**config.mk**
```make
export PLATFORM = sky130hd
export DESIGN_NAME = apb3_master_sequencer
export DESIGN_NICKNAME = d
export VERILOG_FILES = /design/src/rtl/apb_bridge_pkg.sv /design/src/rtl/apb_rr_arbiter.sv /design/src/rtl/apb3_master_sequencer.sv
export SDC_FILE = /design/constraint.sdc
export NUM_CORES = 1
export LEC_CHECK = 0
export ABC_AREA = 0
export CAP_MARGIN = 25
export CORE_ASPECT_RATIO = 0.8
export CORE_MARGIN = 2
export CORE_UTILIZATION = 34
export DETAILED_ROUTE_END_ITERATION = 8
export PLACE_DENSITY_LB_ADDON = 0.05
export SETUP_SLACK_MARGIN = 0.5
export SLEW_MARGIN = 20
export SYNTH_ARGS = -nofsm -noshare
export SYNTH_HDL_FRONTEND = slang
export SYNTH_SLANG_ARGS = --single-unit
```
**constraint.sdc**
```tcl
create_clock -name ACLK -period 1.8 [get_ports ACLK]
set_input_delay 0.45 -clock ACLK [delete_from_list [all_inputs] [get_ports ACLK]]
set_output_delay 0.45 -clock ACLK [all_outputs]
set_load 0.03 [all_outputs]
```
**src/rtl/apb_bridge_pkg.sv**
```systemverilog
// Shared types for the APB3 master sequencer: FSM state encoding,
// grant direction and the two APB response codes it produces.
package apb_bridge_pkg;

    typedef enum logic [2:0] {
        SEQ_IDLE,
        SEQ_SETUP,
        SEQ_ACCESS,
        SEQ_DERR
    } seq_state_t;

    typedef enum logic {
        GNT_WRITE,
        GNT_READ
    } grant_t;

    localparam logic [1:0] RESP_OKAY   = 2'b00;
    localparam logic [1:0] RESP_SLVERR = 2'b10;

    function automatic logic [1:0] apb_resp(input logic err);
        return err ? RESP_SLVERR : RESP_OKAY;
    endfunction

endpackage

```
**src/rtl/apb_rr_arbiter.sv**
```systemverilog
// Two-requester round-robin arbiter (bit 0 = write, bit 1 = read).
// Ports: clk_i/rst_i, req_i[1:0], advance_i (commit grant), gnt_o[1:0].
module apb_rr_arbiter
    import apb_bridge_pkg::*;
(
    input  logic       clk_i,
    input  logic       rst_i,
    input  logic [1:0] req_i,
    input  logic       advance_i,
    output logic [1:0] gnt_o
);

    grant_t last_q;
    grant_t last_d;

    always_comb begin
        gnt_o = 2'b00;
        unique case (req_i)
            2'b01:   gnt_o = 2'b01;
            2'b10:   gnt_o = 2'b10;
            // Contention: favour whoever did not win last time.
            2'b11:   gnt_o = (last_q == GNT_READ) ? 2'b01 : 2'b10;
            default: gnt_o = 2'b00;
        endcase
    end

    always_comb begin
        last_d = last_q;
        if (advance_i && gnt_o[0]) begin
            last_d = GNT_WRITE;
        end else if (advance_i && gnt_o[1]) begin
            last_d = GNT_READ;
        end
    end

    // Reset to READ so that the first contended grant goes to the write side.
    always_ff @(posedge clk_i) begin
        if (rst_i) begin
            last_q <= GNT_READ;
        end else begin
            last_q <= last_d;
        end
    end

endmodule

```
**src/rtl/apb3_master_sequencer.sv**
```systemverilog
// APB3 master: pops AXI4-Lite write/read commands from FWFT FIFOs, runs
// them one at a time on a shared APB3 bus and returns BRESP / read data.
// Ports: ACLK/ARESET; wcmd_* and rcmd_* command FIFO heads and pops;
// rdata_* read-result FIFO push; bresp_* write-response handshake;
// PADDR/PSEL/PENABLE/PWRITE/PWDATA out, PRDATA/PREADY/PSLVERR per slave.
module apb3_master_sequencer
    import apb_bridge_pkg::*;
#(
    parameter int DATA_WIDTH     = 32,
    parameter int ADDRESS        = 32,
    parameter int NUM_SLAVES     = 4,
    parameter int SLV_SEL_LSB    = 12,
    parameter int TIMEOUT_CYCLES = 256
) (
    input  logic                             ACLK,
    input  logic                             ARESET,
    input  logic                             wcmd_empty,
    input  logic [ADDRESS-1:0]               wcmd_addr,
    input  logic [DATA_WIDTH-1:0]            wcmd_data,
    output logic                             wcmd_rd_en,
    input  logic                             rcmd_empty,
    input  logic [ADDRESS-1:0]               rcmd_addr,
    output logic                             rcmd_rd_en,
    input  logic                             rdata_full,
    output logic                             rdata_wr_en,
    output logic [DATA_WIDTH-1:0]            rdata_wdata,
    output logic [1:0]                       rdata_resp,
    output logic                             bresp_valid,
    output logic [1:0]                       bresp_resp,
    input  logic                             bresp_ready,
    output logic [ADDRESS-1:0]               PADDR,
    output logic [NUM_SLAVES-1:0]            PSEL,
    output logic                             PENABLE,
    output logic                             PWRITE,
    output logic [DATA_WIDTH-1:0]            PWDATA,
    input  logic [NUM_SLAVES*DATA_WIDTH-1:0] PRDATA,
    input  logic [NUM_SLAVES-1:0]            PREADY,
    input  logic [NUM_SLAVES-1:0]            PSLVERR
);

    // The slave field is one index wider than needed for the slaves
    // themselves, so an address pointing past the last slave is caught
    // as a decode error instead of silently aliasing onto slave 0.
    localparam int IDXW = $clog2(NUM_SLAVES + 1);
    localparam int CNTW = $clog2(TIMEOUT_CYCLES);
    localparam logic [CNTW-1:0] CNT_LAST  = CNTW'(TIMEOUT_CYCLES - 1);
    localparam logic [IDXW-1:0] IDX_LIMIT = IDXW'(NUM_SLAVES);

    seq_state_t state_q;

    logic [ADDRESS-1:0]    paddr_q;
    logic [DATA_WIDTH-1:0] pwdata_q;
    logic [NUM_SLAVES-1:0] psel_q;
    logic                  penable_q;
    logic                  pwrite_q;
    logic                  wr_q;
    logic [IDXW-1:0]       sel_q;
    logic [CNTW-1:0]       cnt_q;

    logic                  rdata_wr_en_q;
    logic [DATA_WIDTH-1:0] rdata_wdata_q;
    logic [1:0]            rdata_resp_q;
    logic                  bresp_valid_q;
    logic [1:0]            bresp_resp_q;

    logic                  idle_ok;
    logic [1:0]            req;
    logic [1:0]            gnt;
    logic [ADDRESS-1:0]    head_addr;
    logic [IDXW-1:0]       head_idx;
    logic                  head_derr;

    logic                  sel_ready;
    logic                  sel_err;
    logic [DATA_WIDTH-1:0] sel_rdata;

    logic                  done;
    logic [1:0]            done_resp;
    logic [DATA_WIDTH-1:0] done_data;

    // Arbitration is only live in IDLE, so gnt doubles as the FIFO pop.
    assign idle_ok = (state_q == SEQ_IDLE) && !ARESET;
    assign req[0]  = idle_ok && !wcmd_empty && !bresp_valid_q;
    assign req[1]  = idle_ok && !rcmd_empty && !rdata_full;

    apb_rr_arbiter u_arb (
        .clk_i     (ACLK),
        .rst_i     (ARESET),
        .req_i     (req),
        .advance_i (idle_ok),
        .gnt_o     (gnt)
    );

    assign wcmd_rd_en = gnt[0];
    assign rcmd_rd_en = gnt[1];

    assign head_addr = gnt[0] ? wcmd_addr : rcmd_addr;
    assign head_idx  = head_addr[SLV_SEL_LSB +: IDXW];
    assign head_derr = (head_idx >= IDX_LIMIT);

    // Only the captured slave's handshake and data are looked at.
    always_comb begin
        sel_ready = 1'b0;
        sel_err   = 1'b0;
        sel_rdata = '0;
        for (int i = 0; i < NUM_SLAVES; i++) begin
            if (sel_q == IDXW'(i)) begin
                sel_ready = PREADY[i];
                sel_err   = PSLVERR[i];
                sel_rdata = PRDATA[i*DATA_WIDTH +: DATA_WIDTH];
            end
        end
    end

    always_comb begin
        done      = 1'b0;
        done_resp = RESP_SLVERR;
        done_data = '0;
        unique case (state_q)
            SEQ_ACCESS: begin
                if (sel_ready) begin
                    done      = 1'b1;
                    done_resp = apb_resp(sel_err);
                    done_data = sel_rdata;
                end else if (cnt_q == CNT_LAST) begin
                    done = 1'b1;
                end
            end
            SEQ_DERR: done = 1'b1;
            default:  done = 1'b0;
        endcase
    end

    always_ff @(posedge ACLK) begin
        if (ARESET) begin
            state_q       <= SEQ_IDLE;
            paddr_q       <= '0;
            pwdata_q      <= '0;
            psel_q        <= '0;
            penable_q     <= 1'b0;
            pwrite_q      <= 1'b0;
            wr_q          <= 1'b0;
            sel_q         <= '0;
            cnt_q         <= '0;
            rdata_wr_en_q <= 1'b0;
            rdata_wdata_q <= '0;
            rdata_resp_q  <= RESP_OKAY;
            bresp_valid_q <= 1'b0;
            bresp_resp_q  <= RESP_OKAY;
        end else begin
            rdata_wr_en_q <= 1'b0;
            if (bresp_ready) begin
                bresp_valid_q <= 1'b0;
            end
            if (done) begin
                if (wr_q) begin
                    bresp_valid_q <= 1'b1;
                    bresp_resp_q  <= done_resp;
                end else begin
                    rdata_wr_en_q <= 1'b1;
                    rdata_wdata_q <= done_data;
                    rdata_resp_q  <= done_resp;
                end
            end
            unique case (state_q)
                SEQ_IDLE: begin
                    if (|gnt) begin
                        wr_q  <= gnt[0];
                        sel_q <= head_idx;
                        if (head_derr) begin
                            state_q <= SEQ_DERR;
                        end else begin
                            state_q  <= SEQ_SETUP;
                            psel_q   <= NUM_SLAVES'(1) << head_idx;
                            paddr_q  <= head_addr;
                            pwrite_q <= gnt[0];
                            if (gnt[0]) begin
                                pwdata_q <= wcmd_data;
                            end
                        end
                    end
                end
                SEQ_SETUP: begin
                    penable_q <= 1'b1;
                    state_q   <= SEQ_ACCESS;
                end
                SEQ_ACCESS: begin
                    if (done) begin
                        psel_q    <= '0;
                        penable_q <= 1'b0;
                        pwrite_q  <= 1'b0;
                        cnt_q     <= '0;
                        state_q   <= SEQ_IDLE;
                    end else begin
                        cnt_q <= cnt_q + 1'b1;
                    end
                end
                SEQ_DERR: state_q <= SEQ_IDLE;
                default:  state_q <= SEQ_IDLE;
            endcase
        end
    end

    assign PADDR       = paddr_q;
    assign PSEL        = psel_q;
    assign PENABLE     = penable_q;
    assign PWRITE      = pwrite_q;
    assign PWDATA      = pwdata_q;
    assign rdata_wr_en = rdata_wr_en_q;
    assign rdata_wdata = rdata_wdata_q;
    assign rdata_resp  = rdata_resp_q;
    assign bresp_valid = bresp_valid_q;
    assign bresp_resp  = bresp_resp_q;

endmodule

```
== Yosys cells after proc, flatten, opt, wreduce, memory -nomap -nowiden ==
Index checks and enable logic that the tools add are counted.

* Memories: 0
* RAM bits: 0
* Latch bits: 0
* Output and inout bits: 110
* Bits in read-only memories: 0
* Word-level logic and storage cells: 104
* Register bits: 124

* Bitwise operators: 3
* Add/sub/neg operators: 1
* Multiply operators: 0
* Shift operators: 1
* Divide/modulo/power cells: 0
* Muxes and demuxes: 43
* Equality and inequality tests: 13
* Magnitude comparators: 1
* Reduce and logical (&&, ||, !) cells: 27

{| class="wikitable"
|+ Operators by type and width
! cell !! count
|-
| $mux W32 || 7
|-
| $mux W1 || 19
|-
| $eq A3 B2 Y1 const B || 4
|-
| $mux W4 || 3
|-
| $mux W2 || 5
|-
| $reduce_and A2 Y1 || 5
|-
| $pmux W3 S3 || 1
|-
| $add A8 B1 Y8 const B || 1
|-
| $eq A8 B8 Y1 const B || 1
|-
| $mux W8 || 1
|-
| $pmux W4 S2 || 1
|-
| $reduce_and A4 Y1 || 2
|-
| $logic_and A1 B1 Y1 || 7
|-
| $eq A3 B1 Y1 const B || 2
|-
| $logic_not A3 Y1 || 2
|-
| $mux W3 || 2
|-
| $pmux W1 S2 || 3
|-
| $pmux W2 S3 || 1
|-
| $reduce_bool A2 Y1 || 3
|-
| $logic_not A1 Y1 || 5
|-
| $eq A2 B2 Y1 const B || 2
|-
| $ne A2 B2 Y1 const B || 2
|-
| $reduce_or A2 Y1 || 2
|-
| $shl A1 B3 Y4 const A || 1
|-
| other kinds (5) || 7
|}

== Logic depth before layout (Yosys ltp) ==
* Depth after elaboration: 11
* Mapped depth: 9
* Depth with buffers taken out: 6

== By module ==
Synthesis repeated with hierarchy kept, for this count alone.

* Cells, all modules: 627
* Area total of the unflattened synthesis: 5,959.5 um2

{| class="wikitable"
|+ By module, submodules not included
! module !! times used !! cells each !! area each (um2)
|-
| apb3_master_sequencer || 1 || 620 || 5,898.2
|-
| apb_rr_arbiter || 1 || 7 || 61.3
|}

== Least setup slack after synthesis ==
No wires, ideal clock.

* Kind: input -> register
* Start point: in ARESET
* End point: reg paddr_q[12] (netlist: PADDR[12])
* Setup time: 0.086 ns
* Stages on the path: 8
* Slack: -0.287 ns
* Required time: 1.714 ns
* Arrival: 2.001 ns
* Cells stage by stage: buf_2 nor3_1 o311a_1 a21o_1 buf_4 buf_4 nor2_1 a211oi_1

{| class="wikitable"
|+ RTL lines
! element !! RTL line !! source
|-
| start, declared || apb3_master_sequencer.sv:16 || <nowiki>input logic ARESET,</nowiki>
|-
| $logic_not A1 Y1 (*) || apb3_master_sequencer.sv:82 || <nowiki>assign idle_ok = (state_q == SEQ_IDLE) && !ARESET;</nowiki>
|-
| $logic_and A1 B1 Y1 (*) || apb3_master_sequencer.sv:82 ||
|-
| $logic_and A1 B1 Y1 (on tied branches) (2 in series) || apb3_master_sequencer.sv:83, apb3_master_sequencer.sv:84 ||
|-
| $eq A2 B2 Y1 or $eq A2 B1 Y1 (tied branches) || apb_rr_arbiter.sv:18 || <nowiki>unique case (req_i)</nowiki>
|-
| $pmux W2 S3 (*) || apb_rr_arbiter.sv:18 ||
|-
| named net rcmd_rd_en || apb3_master_sequencer.sv:23 || <nowiki>output logic rcmd_rd_en,</nowiki>
|-
| $reduce_or A2 Y1 (*) || apb3_master_sequencer.sv:167 || <nowiki>if (|gnt) begin</nowiki>
|-
| $reduce_and A3 Y1 (no line) (*) || n/a ||
|-
| end signal, assigned || apb3_master_sequencer.sv:175 || <nowiki>paddr_q <= head_addr;</nowiki>
|-
| end, declared || apb3_master_sequencer.sv:51 || <nowiki>logic [ADDRESS-1:0] paddr_q;</nowiki>
|}

The timed path passes the listed nets; every way through them passes the cells marked *.
A chain may end at the register's enable or synchronous reset.

== Final worst setup path ==
* Start point: reg sel_q[0]
* End point: reg rdata_wdata_q[14] (netlist: rdata_wdata[14])

* Word-level cells in the longest chain between the ends: 8

{| class="wikitable"
|+ RTL lines
! element !! RTL line !! source
|-
| start, declared || apb3_master_sequencer.sv:57 || <nowiki>logic [IDXW-1:0] sel_q;</nowiki>
|-
| start signal, assigned || apb3_master_sequencer.sv:169 || <nowiki>sel_q <= head_idx;</nowiki>
|-
| $logic_not A3 Y1 || apb3_master_sequencer.sv:107 || <nowiki>if (sel_q == IDXW'(i)) begin</nowiki>
|-
| $mux W1 (4 in series) || apb3_master_sequencer.sv:107 ||
|-
| $mux W1 || apb3_master_sequencer.sv:121 || <nowiki>if (sel_ready) begin</nowiki>
|-
| $pmux W1 S2 || apb3_master_sequencer.sv:119 || <nowiki>unique case (state_q)</nowiki>
|-
| $reduce_and A2 Y1 (no line) || n/a ||
|-
| end signal, assigned || apb3_master_sequencer.sv:161 || <nowiki>rdata_wdata_q <= done_data;</nowiki>
|-
| end, declared || apb3_master_sequencer.sv:61 || <nowiki>logic [DATA_WIDTH-1:0] rdata_wdata_q;</nowiki>
|}

Several ways; a longest one is shown, not always the timed one.

==> metrics.txt <==
Final Skew=about 18 ps; origin of the critical flop-to-flop path=sel_q[0]$_SDFFE_PP0P_; Slew headroom=between 50% and 60%; Initial Util=about a third; crit path launch=sel_q[0]$_SDFFE_PP0P_; Main synth FF type=dfxtp_1; CTS tree=done; Vias/cell=between 5 and 6; CORE AREA=roughly 16,000 sq um; Post-Syn Area=around 5700 sq um; Peak VDD IR=0.000728 V; RD Place Congestion=0.855; Post-Syn Area per Cell=just over 9 sq um; initial antenna violation count=0; DR iter-0 viols=~240; die footprint=roughly 18,000 sq um; HP Start=rdata_wdata[7]$_SDFFE_PP0P_; library cells used by synthesis=48; clock latency on the worst-skew pair=around 420 ps; Static Leak=around 0.005 uW; largest net degree at the start of global routing=59; critical path type=register to register; failing checks=setup timing; Layout area overhead=130%; Worst EP arrival=roughly 2300 ps; GRT Total Usage=about a quarter; FF+latch area=about 2600 sq um; CTS sink cnt=between 100 and 150; Die Height=around 120 um; Routed WL=~25,000 um; Fmax achieved=513 MHz; EDFF count, synth=0; Hold Path Class=register to register; GR Overflow Total=0; ANT cells=0; total CTS buffers=17; share of cells above drive strength 1=between 50% and 60%; met2 wire length=12,800 um; clk root buf=clkbuf_16; status=finished, violations left; DRT Pass-1 Iters=5; Seq/Total Area, Yosys=roughly 43%; post-route clock period utilization=108%; filler instances=just under 1,000; critical-path maximum fanout=8; Max stage delay on crit path=approximately 530 ps; H-tree levels=4; metal3 WL=between 1500 and 2000 um; vias post-DR=6,623; Top Ports=348; fraction of registers with async set/reset=0%; Hold Vio Cnt, Final=0; worst hold margin=457 ps; DRC=0; Design Area, Final=about 13,000 sq um; input/output buffers=around 350; area of the multi-input gates=4090 sq um; DR WL/cell=18.9 um; crit end category=register; synth warn=0; max_cap viols=0; Critical Path Slowest Stage Cell=mux4_2; ANT nets after route=0; Final setup viols=~80; critical path data required time=2100 ps; wl on met1=about 9700 um; vias in the first global route=between 6,000 and 7,000; dpl cell area=around 9600 sq um; Clock Path Buffers=2; Row Count=42; setup slack after layout=-149 ps; fin nets=between 1,000 and 1,500; pwr dens=approximately 740 nW/um^2; Worst-path clk slew=around 60 ps; most frequent cells in the layout=clkdlybuf4s50_1 (229), buf_6 (121), buf_4 (96), dfxtp_2 (87), nand2_1 (79); first-pass GRT wire length=roughly 35,000 um; commonest non-fill, non-tap cell in the layout=clkdlybuf4s50_1; worst-path cell chain=mux4_2 -> nor2b_4 -> o311a_4 -> clkbuf_16 -> nand3_2 -> o21ai_1; unrepaired setup endpoints after global routing=true; DR top layer=met4; Setup TNS=-6280 ps; post-detail-place hpwl=about 15,000 um; worst-margin pin slew=approximately 600 ps; Die W=roughly 150 um; Slew Limit Fails=0; final core occ=roughly four fifths; #FFs+latches synth=121; Final Critical Period=~1900 ps; Cells after Synth=613; dpl ws=-547 ps; startpoint types=register
[final timing paths]
check / endpoint / depth (start not counted) / slack, ps
worst min-delay path: rdata_wdata[7]$_SDFFE_PP0P_ / 2 / 460
worst max-delay path: rdata_wdata[14]$_SDFFE_PP0P_ / 6 / -150
worst max register to register: rdata_wdata[14]$_SDFFE_PP0P_ / 6 / -150
worst min register to register: rdata_wdata[7]$_SDFFE_PP0P_ / 2 / 460
[sequential cells by signal, summed over array words and instances, names as in the netlist, 2 cells and up]
| register | cells |
|---|---|
| PADDR | 32 |
| PWDATA | 32 |
| rdata_wdata | 32 |
| cnt_q | 8 |
| PSEL | 4 |
| sel_q | 3 |
| state_q | 2 |
[critical path, delay by kind of cell, from the launching register on]
family          cells  cell delay (ps)
compound gates      2              470
mux                 1              530
simple gates        2              250
flops               1              350
buf+inv             1              210
[per-stage QoR]
stage / std cells / total power (uW)
final: 1306 / 9660
after CTS: 1241 / 9290
after global placement: 1166 / 4830
after global routing: 1306 / 9990
after floorplan: 614 / 3890
after detailed placement: 1166 / 4860
[logic make-up (layout without fill, tap and decap cells)]
| kind of cell | Yosys count | count (layout) | share of synthesized area (%) |
|---|---|---|---|
| AND/OR/NAND/NOR | 233 | 233 | 17.8 |
| flip-flops | 121 | 121 | 42.6 |
| other | 1 | 2 | 0.0660 |
| adder cells (fa/ha/maj) | 1 | 1 | 0.220 |
| AO/OA/AOI/OAI | 121 | 122 | 13.1 |
| XOR/XNOR | 6 | 6 | 0.925 |
| buffers and inverters | 60 | 531 | 5.31 |
| multiplexers | 70 | 70 | 19.9 |
[synth_stat cells (2+ instances only)]
master / instances / area, sq um
a211oi_1: 30 / 225
a21oi_1: 41 / 205
a311oi_1: 3 / 26.3
and2_1: 2 / 12.5
and3_1: 2 / 12.5
buf_2: 10 / 50.1
buf_4: 6 / 45.0
buf_6: 5 / 56.3
clkbuf_1: 29 / 109
clkbuf_2: 3 / 15.0
dfxtp_1: 121 / 2420
inv_1: 6 / 22.5
mux2_2: 3 / 33.8
mux2i_1: 33 / 330
mux4_2: 34 / 766
nand2_1: 115 / 432
nand2b_1: 2 / 12.5
nand3_1: 35 / 175
nand4_1: 4 / 25.0
nor2_1: 51 / 191
nor2b_1: 3 / 18.8
nor3_1: 6 / 30.0
nor4_1: 2 / 12.5
nor4b_1: 2 / 17.5
o21ai_0: 9 / 45.0
o21ai_1: 26 / 130
o21ai_2: 4 / 35.0
or3_1: 2 / 12.5
xnor2_1: 3 / 26.3
xor2_1: 3 / 26.3
[area by class of cell]
| cell class | count | area share, % |
|---|---|---|
| clock buffers | 19 | 3.40 |
| repair buffers | 493 | 41.0 |
| clock inverters | 13 | 1.84 |
| flip-flops and latches | 121 | 20.1 |
| well taps | 220 | 2.11 |
| inverters | 6 | 0.201 |
| multi-input cells | 434 | 31.4 |
[metal layers]
| layer | GRT usage (%) | vias up |
|---|---|---|
| met4 | 8.57 | 0 |
| met1 | 28.9 | 3239 |
| met2 | 43.2 | 226 |
| li1 | - | 3118 |
| met5 | 0 | - |
| met3 | 7.76 | 40 |
[what timing repair did]
action                                  4_1_cts  5_1_grt
hold buffers                                  0        0
setup buffers                                30       54
endpoints found under the setup margin      228      229
pin swaps                                    81       71
gates cloned                                 13       11
resized for setup                           996      167
[report_power, final]
part | leakage, uW | total, uW | internal [uW] | switching, uW
sequential | 0.00104 | 2900 | 2800 | 105
clock | 0.000329 | 3980 | 2660 | 1330
combinational | 0.00368 | 2770 | 1560 | 1210
total | 0.00505 | 9660 | 7010 | 2640
(Power assumes the default switching activity.)
